**config.mk**
```make
export PLATFORM = sky130hd
export DESIGN_NAME = seven_segment_scan
export DESIGN_NICKNAME = d
export VERILOG_FILES = /design/src/rtl/seven_segment_scan_pkg.sv /design/src/rtl/seven_segment_scan_seven_segment.sv /design/src/rtl/seven_segment_scan.sv
export SDC_FILE = /design/constraint.sdc
export NUM_CORES = 1
export LEC_CHECK = 0
export CAP_MARGIN = 20
export CORE_MARGIN = 2
export CORE_UTILIZATION = 31
export CTS_CLUSTER_SIZE = 20
export DETAILED_ROUTE_END_ITERATION = 16
export PLACE_DENSITY = 0.51
export SETUP_SLACK_MARGIN = 0.05
export SYNTH_ARGS = -nofsm -noshare
export SYNTH_HDL_FRONTEND = slang
export SYNTH_SLANG_ARGS = --single-unit
```
**constraint.sdc**
```tcl
create_clock -name clk_i -period 3.5 [get_ports clk_i]
set_input_delay 0.35 -clock clk_i [delete_from_list [all_inputs] [get_ports clk_i]]
set_output_delay 0.35 -clock clk_i [all_outputs]
set_load 0.01 [all_outputs]
```
**src/rtl/seven_segment_scan_pkg.sv**
```systemverilog
// Shared display definitions: hex glyph table and an index-width helper.
// Latency: n/a (constants and pure functions only).
// Backpressure: n/a.
package seven_segment_scan_pkg;

  // Raw segment pattern for a blanked digit, before any polarity inversion.
  localparam logic [7:0] SEG_BLANK = 8'h00;

  // Standard hex glyphs in gfedcba order (no decimal point).
  function automatic logic [6:0] glyph(input logic [3:0] nib);
    logic [6:0] g;
    g = 7'h00;
    case (nib)
      4'h0: g = 7'h3F;
      4'h1: g = 7'h06;
      4'h2: g = 7'h5B;
      4'h3: g = 7'h4F;
      4'h4: g = 7'h66;
      4'h5: g = 7'h6D;
      4'h6: g = 7'h7D;
      4'h7: g = 7'h07;
      4'h8: g = 7'h7F;
      4'h9: g = 7'h6F;
      4'hA: g = 7'h77;
      4'hB: g = 7'h7C;
      4'hC: g = 7'h39;
      4'hD: g = 7'h5E;
      4'hE: g = 7'h79;
      4'hF: g = 7'h71;
      default: g = 7'h00;
    endcase
    return g;
  endfunction

  // Bits needed to hold values 0..n-1; never less than one bit.
  function automatic int log2_ceil(input int n);
    for (int w = 1; w < 32; w++) begin
      if ((1 << w) >= n) return w;
    end
    return 32;
  endfunction

endpackage

```
**src/rtl/seven_segment_scan_seven_segment.sv**
```systemverilog
// Hex-to-seven-segment decoder: {dot, nibble} -> pgfedcba.
// Latency: combinational.
// Backpressure: none.
module seven_segment
  import seven_segment_scan_pkg::*;
(
  input  logic [4:0] value,
  output logic [7:0] segments
);

  // The dot passes straight through to p; the nibble selects a glyph.
  assign segments = {value[4], glyph(value[3:0])};

endmodule

```
**src/rtl/seven_segment_scan.sv**
```systemverilog
// Multiplexed seven-segment scanner with frame-aligned display updates.
// Latency: outputs are registered, one cycle behind the scan counters.
// Backpressure: none; load_i is a strobe and is always accepted.
module seven_segment_scan
  import seven_segment_scan_pkg::*;
#(
  parameter int NUM_DIGITS = 4,
  parameter int DIV        = 1000,
  parameter int GAP        = 2,
  parameter int ACTIVE_LOW = 0
) (
  input  logic                      clk_i,
  input  logic                      rst_i,
  input  logic [4*NUM_DIGITS-1:0]   value_i,
  input  logic [NUM_DIGITS-1:0]     dots_i,
  input  logic                      load_i,
  input  logic                      lz_blank_i,
  output logic [7:0]                segments_o,
  output logic [NUM_DIGITS-1:0]     digit_sel_o,
  output logic                      frame_o
);

  localparam int IW = log2_ceil(NUM_DIGITS);
  localparam int CW = log2_ceil(DIV);
  localparam logic [CW-1:0] CNT_LAST = CW'(DIV - 1);
  localparam logic [IW-1:0] IDX_LAST = IW'(NUM_DIGITS - 1);
  localparam logic [CW-1:0] GAP_END  = CW'(GAP);
  // XOR masks applied at the output registers; they also define "off".
  localparam logic [7:0]            SEG_POL = (ACTIVE_LOW != 0) ? 8'hFF : 8'h00;
  localparam logic [NUM_DIGITS-1:0] SEL_POL = (ACTIVE_LOW != 0) ? '1 : '0;

  logic [CW-1:0]           cnt;
  logic [IW-1:0]           idx;
  logic [4*NUM_DIGITS-1:0] hold_val;
  logic [NUM_DIGITS-1:0]   hold_dots;
  logic [4*NUM_DIGITS-1:0] disp_val;
  logic [NUM_DIGITS-1:0]   disp_dots;
  logic                    pending;

  logic                    tick;
  logic                    frame_tick;
  logic                    in_gap;
  logic [3:0]              nib;
  logic                    dot;
  logic                    upper_nonzero;
  logic                    blank;
  logic [NUM_DIGITS-1:0]   sel_onehot;
  logic [7:0]              seg_raw;
  logic [7:0]              seg_vis;
  logic [NUM_DIGITS-1:0]   sel_vis;

  assign tick       = (cnt == CNT_LAST);
  assign frame_tick = tick && (idx == IDX_LAST);
  assign in_gap     = (cnt < GAP_END);

  // Slot counter and digit index; idx wraps at the frame boundary.
  always_ff @(posedge clk_i) begin
    if (rst_i) begin
      cnt <= '0;
      idx <= '0;
    end else if (tick) begin
      cnt <= '0;
      idx <= (idx == IDX_LAST) ? '0 : idx + 1'b1;
    end else begin
      cnt <= cnt + 1'b1;
    end
  end

  // Holding register catches every load; display only changes on frame boundaries.
  always_ff @(posedge clk_i) begin
    if (rst_i) begin
      hold_val  <= '0;
      hold_dots <= '0;
      disp_val  <= '0;
      disp_dots <= '0;
      pending   <= 1'b0;
    end else begin
      if (load_i) begin
        hold_val  <= value_i;
        hold_dots <= dots_i;
      end
      if (frame_tick) begin
        // A load landing exactly on the boundary bypasses the holding register.
        if (load_i) begin
          disp_val  <= value_i;
          disp_dots <= dots_i;
        end else if (pending) begin
          disp_val  <= hold_val;
          disp_dots <= hold_dots;
        end
        pending <= 1'b0;
      end else if (load_i) begin
        pending <= 1'b1;
      end
    end
  end

  // Select the current digit and look for any non-zero nibble at or above it.
  always_comb begin
    nib           = 4'h0;
    dot           = 1'b0;
    upper_nonzero = 1'b0;
    sel_onehot    = '0;
    for (int k = 0; k < NUM_DIGITS; k++) begin
      if (IW'(k) == idx) begin
        nib           = disp_val[4*k +: 4];
        dot           = disp_dots[k];
        sel_onehot[k] = 1'b1;
      end
      if ((IW'(k) >= idx) && (disp_val[4*k +: 4] != 4'h0)) begin
        upper_nonzero = 1'b1;
      end
    end
  end

  seven_segment u_seven_segment (
    .value    ({dot, nib}),
    .segments (seg_raw)
  );

  // Digit 0 is never suppressed, so a zero value still shows a single "0".
  assign blank   = lz_blank_i && (idx != '0) && !upper_nonzero;
  assign seg_vis = in_gap ? SEG_BLANK : (blank ? {seg_raw[7], 7'h00} : seg_raw);
  assign sel_vis = in_gap ? '0 : sel_onehot;

  // Output registers; polarity inversion is applied only here.
  always_ff @(posedge clk_i) begin
    if (rst_i) begin
      segments_o  <= SEG_POL;
      digit_sel_o <= SEL_POL;
      frame_o     <= 1'b0;
    end else begin
      segments_o  <= seg_vis ^ SEG_POL;
      digit_sel_o <= sel_vis ^ SEL_POL;
      frame_o     <= (cnt == '0) && (idx == '0);
    end
  end

endmodule

```
==> flow_summary_export.csv, run 1 <==
group,metric,value,unit
yosys,synth_flop_cell,"dfxtp_1",
yosys,ys_ff_latch,66,
critical_path,r2r_cells,8,
yosys,synth-compound-area-share,15.8,%
sta,rsz0062_at_grt,"false",
sta,post-route-period-util,72.0,%
sta,setup_viol,0,
critical_path,start_kind,"flip-flop",
routing,drc,0,
power,pwr-share-clk,38.8,%
clock_tree,cts_tree,"done",
routing,vias_per_cell,4.79,
place,port_buffers,36,
flow_run,cap_violations,0,
global_route,gr-total-overflow,0,
yosys,synthMuxAreaShare,6.89,%
power,p_int,1110,uW
yosys,synthAdderAreaFrac,6.03,%
yosys,ys_seq_area_share,45.5,%
routing,detail-route-antenna-nets,0,
clock_tree,cts_made_buffers,9,
global_route,use_met3,4.92,%
global_route,grt_util_met2,20.8,%
routing,postRouteWirelength,5870,um
clock_tree,cts_resized,0,
yosys,yosys.area_share.simple,18.6,%
clock_tree,clock_latency,340,ps
power,power.density,418,mW/mm^2
yosys,synth_top_cells_by_count,"66 x dfxtp_1, 61 x nor2_1, 20 x a211oi_2, 20 x mux2i_1, 14 x ha_1",
critical_path,crit_arrival,2790,ps
clock_tree,clk_pin_slew_worst_paths,80,ps
routing,first_iter_violations,83,
clock_tree,postCtsHoldBufs,0,
floorplanning,rows,35,
sta,period_needed,2520,ps
global_route,antenna_found_initial,0,
floorplanning,dieArea,0.0102,mm^2
clock_tree,cts_buffer_depth,2,
global_route,grt_usage,12.7,%
sta,fin_skew,9.93,ps
yosys,syn_avg_cell_area,9.65,um^2
place,hpwl,4130,um
routing,first_pass_iters,4,
yosys,async_flop_share,0,%
finish,antenna_cells,0,
yosys,synth_top_family_by_area,"simple AND/OR/NAND/NOR gates",
clock_tree,cts_setup_buffers,0,
power,sw_frac_of_total,24.5,%
outcome,outcome,"finished clean",
critical_path,path_max_fanout,17,
routing,vias,2156,
finish,syn_to_final_growth,21.2,%
sta,max_freq,0.397,GHz
sta,tightest_slew,761,ps
power,total_leakage_power,0.00133,uW
sta,fin_tns_setup,0,ps
global_route,met1_usage,15.6,%
sta,drv_slew,0,
yosys,synth_cell_types,39,
yosys,ys_warn_count,0,
yosys,synthCells,301,
critical_path,cp-end-kind,"flip-flop",
global_route,grt.busiest_layer,"met2",
yosys,syn-num-nets,339,
finish,final_util,38.5,%
floorplanning,start_util,31.7,%
power,comb_power_share,7.9,%
yosys,synth_top_area_share,45.5,%
clock_tree,clock-sinks,66,
floorplanning,die_w,101,um
yosys,synth-xor-area-share,2.41,%
power,p_sw,361,uW
power,vdd_drop_max,0.234,mV
yosys,yosys-top-cells-area,"dfxtp_1 45%, a211oi_2 8.6%, nor2_1 7.9%",
sta,hold_viol,0,
place,gp_congestion,0.805,
global_route,grt_start_max_net_pins,26,
global_route,grt_pass1_wl,10000,um
clock_tree,cts-htree-levels,3,
critical_path,cp.required,3770,ps
sta,relSlewSlack,48.9,%
clock_tree,cts-root-buf,"clkbuf_8",
global_route,grt_pass1_vias,2116,
finish,nNetsFinal,372,
yosys,synth-edff-count,0,
yosys,synth_most_common_cell,"dfxtp_1",
floorplanning,core_region_area,0.00915,mm^2
yosys,synth_top_cell_by_area,"dfxtp_1",
hold_path,min_path_type,"input pin to flip-flop",
yosys,syn-cell-area,0.00291,mm^2
critical_path,crit_type,"flip-flop to flip-flop",
floorplanning,die_h,101,um
routing,drt-wirelength-per-cell,13.0,um
power,p_seq_share,53.3,%
finish,final_layout_size_suffix_gt1_share,13.0,%
hold_path,holdPathStages,2,
floorplanning,io_pins,37,
cell families (layout without fill, tap and decap cells):
group                    Yosys count  in the layout
AO/OA/AOI/OAI                     50             50
XOR/XNOR                           8              8
adder cells (fa/ha/maj)           14             14
buffers and inverters             30             68
flip-flops                        66             66
multiplexers                      20             20
AND/OR/NAND/NOR                  113            113
worst paths after layout:
| path | start | end | slack, ps |
|---|---|---|---|
| setup reg to reg | idx[0] | segments_o[0] | 980 |
| hold / removal | rst_i | cnt[4] | 460 |
| hold reg to reg | cnt[0] | cnt[0] | 460 |
| setup / recovery | idx[0] | segments_o[0] | 980 |
metal layers:
metal / part of all wire (%) / vias to the layer above
met5: 0 / -
met4: 1.2 / 0
met3: 4.3 / 7
met2: 47 / 32
met1: 47 / 1005
li1: - / 1112
flip-flops by register name, summed over array words and instances (netlist names), 2 cells and up:
signal and cells:
digit_sel_o 4, cnt 10, hold_dots 4, hold_val 16
segments_o 8, disp_val 16, disp_dots 4, idx 2
through the flow:
step | total power [uW] | std cells | cell area [um^2] | hold WS, ps | worst slack (ps)
4_1_cts | 1500 | 450 | 3520 | 444 | 984
6_report | 1470 | 450 | 3520 | 457 | 982
3_5_place_dp | 921 | 434 | 3340 | 446 | 1000
5_1_grt | 1550 | 450 | 3520 | 457 | 776
2_1_floorplan | 862 | 301 | 2910 | 426 | 1010
3_3_place_gp | 921 | 434 | 3340 | 442 | 972
area by class of cell:
| cell class | instances | area (um^2) |
|---|---|---|
| inverters | 10 | 37.5 |
| flip-flops and latches | 66 | 1320 |
| clock inverters | 6 | 42.5 |
| fillers | 916 | 5630 |
| multi-input cells | 205 | 1440 |
| repair buffers | 42 | 400 |
| clock buffers | 10 | 138 |
| well taps | 111 | 139 |
layout by cell type, fill, tap and decap left out, drive strengths merged, types with 5 or more instances in the layout:
cell | synthesis | layout
a211oi | 27 | 27
a21oi | 8 | 8
and2 | 5 | 5
buf | 10 | 7
clkbuf | 10 | 10
clkdlybuf4s50 | 0 | 35
dfxtp | 66 | 66
ha | 14 | 14
inv | 10 | 10
mux2i | 20 | 20
nand2 | 12 | 12
nand3 | 5 | 5
nand3b | 5 | 5
nor2 | 61 | 61
nor3 | 5 | 5
nor3b | 5 | 5
xnor2 | 6 | 6
critical path, cell delays in order, from the launching register on:
cell,delay [ps]
dfxtp_1,430
ha_1,540
a211oi_1,100
a221oi_1,320
buf_4,210
inv_1,90
ha_1,230
or3_1,380
a21oi_1,140
power groups by stage:
stage          combinational (uW)  sequential (uW)  clock (uW)
2_1_floorplan                57.0              805           0
3_3_place_gp                  119              801           0
5_1_grt                       130              787         635
4_1_cts                       120              785         599
3_5_place_dp                  119              802           0
6_report                      117              784         572
No activity file was read; power rests on OpenSTA's default activity.
==> run 2, diff against run 1 <==
- clock period: 3.5 -> 2.5 ns (I/O delays scaled with it)
==> run 2 against run 1 <==
Effect of this change:
- first-iteration DRC count grew 31%
- combinational power increased by 42%
- core utilization increased by 0.63 points
- sequential share of layout area is 0.57 points lower
- hold slack lost 78 ps
- die area stayed put
- critical endpoint unchanged
- critical path type unchanged
- largest cell class unchanged
- setup slack got worse by 680 ps
- count of clock-buffer cells in the layout decreased by 1
- register-to-register slack got worse by 680 ps
==> flow_summary_export.csv, run 2 (synthesis gave the netlist of run 1 again) <==
group,metric,value,unit
critical_path,cpLargestDelayFamily,"compound AO/OA/AOI/OAI gates",
routing,vias_per_cell,4.76,
finish,antenna_cells,0,
finish,multi_input_area,0.00146,mm^2
routing,vias,2162,
power,power.density,597,mW/mm^2
power,power,2140,uW
critical_path,path_buf_inv,3,
routing,drt-wirelength-per-cell,12.8,um
floorplanning,start_util,31.7,%
floorplanning,rows,35,
finish,design_area,0.00358,mm^2
finish,final_common_cell,"dfxtp_1",
power,vdd_drop_max,0.313,mV
critical_path,reg2reg_from,"idx[1]",
floorplanning,dieArea,0.0102,mm^2
floorplanning,die_h,101,um
routing,first_iter_violations,109,
critical_path,critPathSlowestCell,"dfxtp_1",
critical_path,path_max_fanout,12,
global_route,grt_start_max_net_pins,48,
sta,hold_viol,0,
critical_path,r2r_cells,10,
routing,postRouteWirelength,5800,um
critical_path,r2r-end,"segments_o[0]",
finish,syn_to_final_growth,23.2,%
critical_path,cp.required,2770,ps
sta,setup_viol,0,
clock_tree,cts_setup_buffers,0,
clock_tree,clock-sinks,66,
finish,nNetsFinal,376,
finish,reg_top3,"disp_val: 16 flops, hold_val: 16 flops, cnt: 10 flops",
routing,detail-route-antenna-nets,0,
critical_path,critPathLaunch,"idx[1]",
critical_path,crit_arrival,2470,ps
routing,first_pass_iters,4,
power,total_leakage_power,0.00136,uW
place,port_buffers,36,
critical_path,path_cells,"inv_1, ha_2, nand3b_1, a221oi_1, buf_4, inv_1, ha_1, nor3_1, a21oi_1, a21oi_1",
outcome,outcome,"finished clean",
floorplanning,io_pins,37,
global_route,grt_pass1_wl,10200,um
place,pre_cts_ws,204,ps
finish,layout_common_cells,"65 x dfxtp_1, 61 x nor2_1, 35 x clkdlybuf4s50_1",
floorplanning,core_region_area,0.00915,mm^2
global_route,grt_usage,12.8,%
sta,rsz0062_at_grt,"false",
global_route,antenna_found_initial,0,
clock_tree,clock_latency,340,ps
global_route,gr-total-overflow,0,
clock_tree,clk_pin_slew_worst_paths,70,ps
place,postPlaceCellArea,0.00338,mm^2
place,gp_congestion,0.785,
global_route,grt_pass1_vias,2125,
clock_tree,cts_buffer_depth,2,
critical_path,cp-end-kind,"flip-flop",
sta,fin_tns_setup,0,ps
clock_tree,cts_tree,"done",
sta,tightest_slew,581,ps
sta,period_needed,2200,ps
finish,register_area,0.00132,mm^2
critical_path,max_stage_delay,400,ps
flow_run,cap_violations,0,
clock_tree,cts-root-buf,"clkbuf_8",
routing,drc,0,
sta,post-route-period-util,88.0,%
sta,relSlewSlack,61.0,%
sta,worst_slack,300,ps
clock_tree,postCtsHoldBufs,0,
critical_path,critPathCapture,"segments_o[0]",
hold_path,min_path_type,"input pin to flip-flop",
critical_path,cp_num_cells,10,
place,hpwl,4190,um
critical_path,rrSetupSlack,300,ps
critical_path,crit_type,"flip-flop to flip-flop",
clock_tree,cts_made_buffers,9,
finish,fill_cells,911,
clock_tree,cts-htree-levels,3,
critical_path,start_kind,"flip-flop",
finish,final_layout_size_suffix_gt1_share,15.5,%
sta,max_freq,0.455,GHz
sta,fin_skew,7.89,ps
hold_path,holdPathStages,4,
floorplanning,die_w,101,um
sta,drv_slew,0,
==> run 2: timing repair <==
action                                 4_1_cts  5_1_grt
setup endpoints to repair                    0        3
resized for setup                            0        4
endpoints found under the hold margin        0        0
==> run 2: how the worst min path moves through the flow <==
| stage | from | to | slack, ps |
|---|---|---|---|
| after floorplan | cnt[0] | cnt[0] | 430 |
| after global placement | cnt[0] | cnt[0] | 440 |
| after detailed placement | cnt[0] | cnt[0] | 460 |
| after CTS | rst_i | digit_sel_o[1] | 350 |
| after global routing | rst_i | digit_sel_o[1] | 380 |
| final | rst_i | digit_sel_o[1] | 380 |
==> run 2: stage by stage <==
stage                     std cells  hold WS [ps]  utilization [%]
after floorplan                 301           426                -
after global placement          438           444             36.9
after detailed placement        438           457             36.9
after CTS                       454           354             39.0
after global routing            454           383             39.1
final                           454           378             39.1
==> run 2: worst register-to-register path, cell delays in order, from the launching register on <==
cell and delay [ps]:
dfxtp_1 400, inv_1 100, ha_2 250, nand3b_1 180, a221oi_1 290, buf_4 210, inv_1 90, ha_1 220
nor3_1 190, a21oi_1 60, a21oi_1 130
==> run 2: cell type report <==
class	count	area share (%)
clock buffers	9	3.46
clock inverters	7	1.96
inverters	10	1.05
multi-input cells	205	40.7
flip-flops and latches	66	36.9
well taps	111	3.88
repair buffers	46	12.0
==> run 2: layer usage <==
| metal | up-vias | share of wire (%) | track usage (%) |
|---|---|---|---|
| met5 | - | 0 | 0 |
| met4 | 0 | 1.6 | 4.74 |
| met3 | 8 | 3.6 | 4.37 |
| met2 | 30 | 46 | 20.7 |
| met1 | 1006 | 49 | 15.8 |
| li1 | 1118 | - | - |
==> run 2: power by group <==
group	leakage, uW	total (uW)	internal [uW]	switching, uW
Sequential	0.000538	1100	1090	11.3
Combinational	0.000722	166	86.0	80.0
Clock	0.0000990	871	458	413
==> run 3, diff against run 2 <==
- PLACE_DENSITY: 0.51 -> unset
==> run 3 against run 2 <==
Effect of this change:
- clock skew up 3.0 ps
- non-clock buffer count down 1
- sequential cell count unchanged
- count of clock-buffer cells in the layout up 1
- global-route usage down 0.13 points
- routed wire length down 0.81%
- maximum frequency down 5.2%
- die area unchanged
- cell area up 0.98%
- hold slack worse by 57 ps
- power up 6.7%
- cell count down 0.22%
==> flow_summary_export.csv, run 3 (synthesis gave the netlist of run 1 again) <==
group,metric,value,unit
clock_tree,cts_made_buffers,9,
global_route,antenna_found_initial,0,
sta,fin_tns_setup,0,ps
clock_tree,clock-sinks,66,
finish,final_common_cell,"dfxtp_1",
finish,syn_to_final_growth,24.4,%
hold_path,min_path_type,"input pin to flip-flop",
routing,vias,2187,
sta,worst_slack,178,ps
hold_path,holdPathStages,3,
clock_tree,postCtsHoldBufs,0,
clock_tree,cts-htree-levels,3,
global_route,gr-total-overflow,0,
global_route,grt_pass1_wl,10000,um
floorplanning,core_region_area,0.00915,mm^2
critical_path,rrSetupSlack,180,ps
clock_tree,cts_setup_buffers,0,
clock_tree,cts_tree,"done",
critical_path,crit_type,"flip-flop to flip-flop",
place,hpwl,4140,um
routing,first_pass_iters,4,
sta,rsz0062_at_grt,"true",
place,pre_cts_ws,229,ps
power,power.density,630,mW/mm^2
hold_path,min_from,"rst_i",
sta,post-route-period-util,92.9,%
place,port_buffers,36,
clock_tree,clock_latency,350,ps
global_route,grt_usage,12.7,%
critical_path,r2r-end,"segments_o[0]",
hold_path,holdPathEnd,"segments_o[7]",
floorplanning,io_pins,37,
finish,nNetsFinal,375,
critical_path,start_kind,"flip-flop",
power,total_leakage_power,0.00137,uW
outcome,outcome,"finished clean",
routing,first_iter_violations,102,
routing,drt-wirelength-per-cell,12.7,um
floorplanning,die_h,101,um
global_route,grt_start_max_net_pins,48,
sta,tightest_slew,583,ps
critical_path,r2r_cells,8,
routing,postRouteWirelength,5760,um
sta,relSlewSlack,61.1,%
finish,layout_common_cells,"65 x dfxtp_1, 61 x nor2_1, 35 x clkdlybuf4s50_1",
clock_tree,cts_buffer_depth,2,
global_route,grt_pass1_vias,2180,
critical_path,path_max_fanout,12,
floorplanning,dieArea,0.0102,mm^2
critical_path,reg2reg_from,"idx[1]",
floorplanning,start_util,31.7,%
sta,timing.hold.ws,321,ps
routing,drc,0,
clock_tree,cts-root-buf,"clkbuf_8",
clock_tree,clk_pin_slew_worst_paths,80,ps
critical_path,crit_arrival,2600,ps
sta,drv_slew,0,
critical_path,cp.required,2770,ps
sta,hold_viol,0,
critical_path,cp-end-kind,"flip-flop",
clock_tree,cts_resized,0,
flow_run,cap_violations,0,
finish,reg_top3,"disp_val: 16 flops, hold_val: 16 flops, cnt: 10 flops",
floorplanning,die_w,101,um
sta,period_needed,2320,ps
sta,fin_skew,10.9,ps
sta,setup_viol,0,
sta,max_freq,0.431,GHz
finish,antenna_cells,0,
floorplanning,rows,35,
routing,detail-route-antenna-nets,0,
finish,final_layout_size_suffix_gt1_share,15.5,%
place,gp_congestion,0.783,
routing,vias_per_cell,4.83,
power,vdd_drop_max,0.297,mV
-- run 3: where the power goes --
| part | internal (uW) | switching (uW) | leakage [uW] |
|---|---|---|---|
| logic | 84.4 | 80.2 | 0.000719 |
| registers | 1090 | 11.7 | 0.000538 |
| clock network | 590 | 425 | 0.000112 |
-- run 3: routing by layer --
layer  vias to the layer above  GRT usage (%)  routed length [um]
met4                         0           4.74                  82
met5                         -              0                   0
met3                         7           4.79                 305
met1                      1012           15.2                2630
met2                        45           20.6                2740
li1                       1123              -                   -
-- run 3: through the flow --
| stage | power [uW] | cells | utilization, % | cell area (um^2) |
|---|---|---|---|---|
| floorplan | 1210 | 301 | - | 2910 |
| global placement | 1290 | 437 | 36.8 | 3370 |
| detailed placement | 1290 | 437 | 36.8 | 3370 |
| CTS | 2310 | 453 | 39.3 | 3600 |
| global route | 2380 | 453 | 39.5 | 3610 |
| finish | 2280 | 453 | 39.5 | 3610 |
-- run 3: worst max-delay path, stage by stage, from the launching register on --
cell      delay (ps)
dfxtp_1          420
inv_1            110
ha_1             330
nand3b_1         230
a221oi_2         270
inv_1            130
ha_1             240
or3_1            380
a21oi_1          140
-- run 3: final cells by class --
cell class | instances | area [um^2]
Sequential cell | 66 | 1320
Clock buffer | 10 | 138
Fill cell | 882 | 5540
Clock inverter | 6 | 90.1
Inverter | 10 | 37.5
Tap cell | 111 | 139
Multi-Input combinational cell | 205 | 1470
Timing Repair Buffer | 45 | 423
-- run 3: worst max-delay path by stage --
stage / start / endpoint / slack (ps) / depth (start not counted)
2_1_floorplan: idx[0] / segments_o[0] / 50 / 10
3_3_place_gp: idx[1] / segments_o[0] / 310 / 9
3_5_place_dp: idx[1] / segments_o[3] / 230 / 9
4_1_cts: idx[1] / segments_o[3] / 220 / 9
5_1_grt: idx[1] / segments_o[3] / 40 / 9
6_report: idx[1] / segments_o[0] / 180 / 8
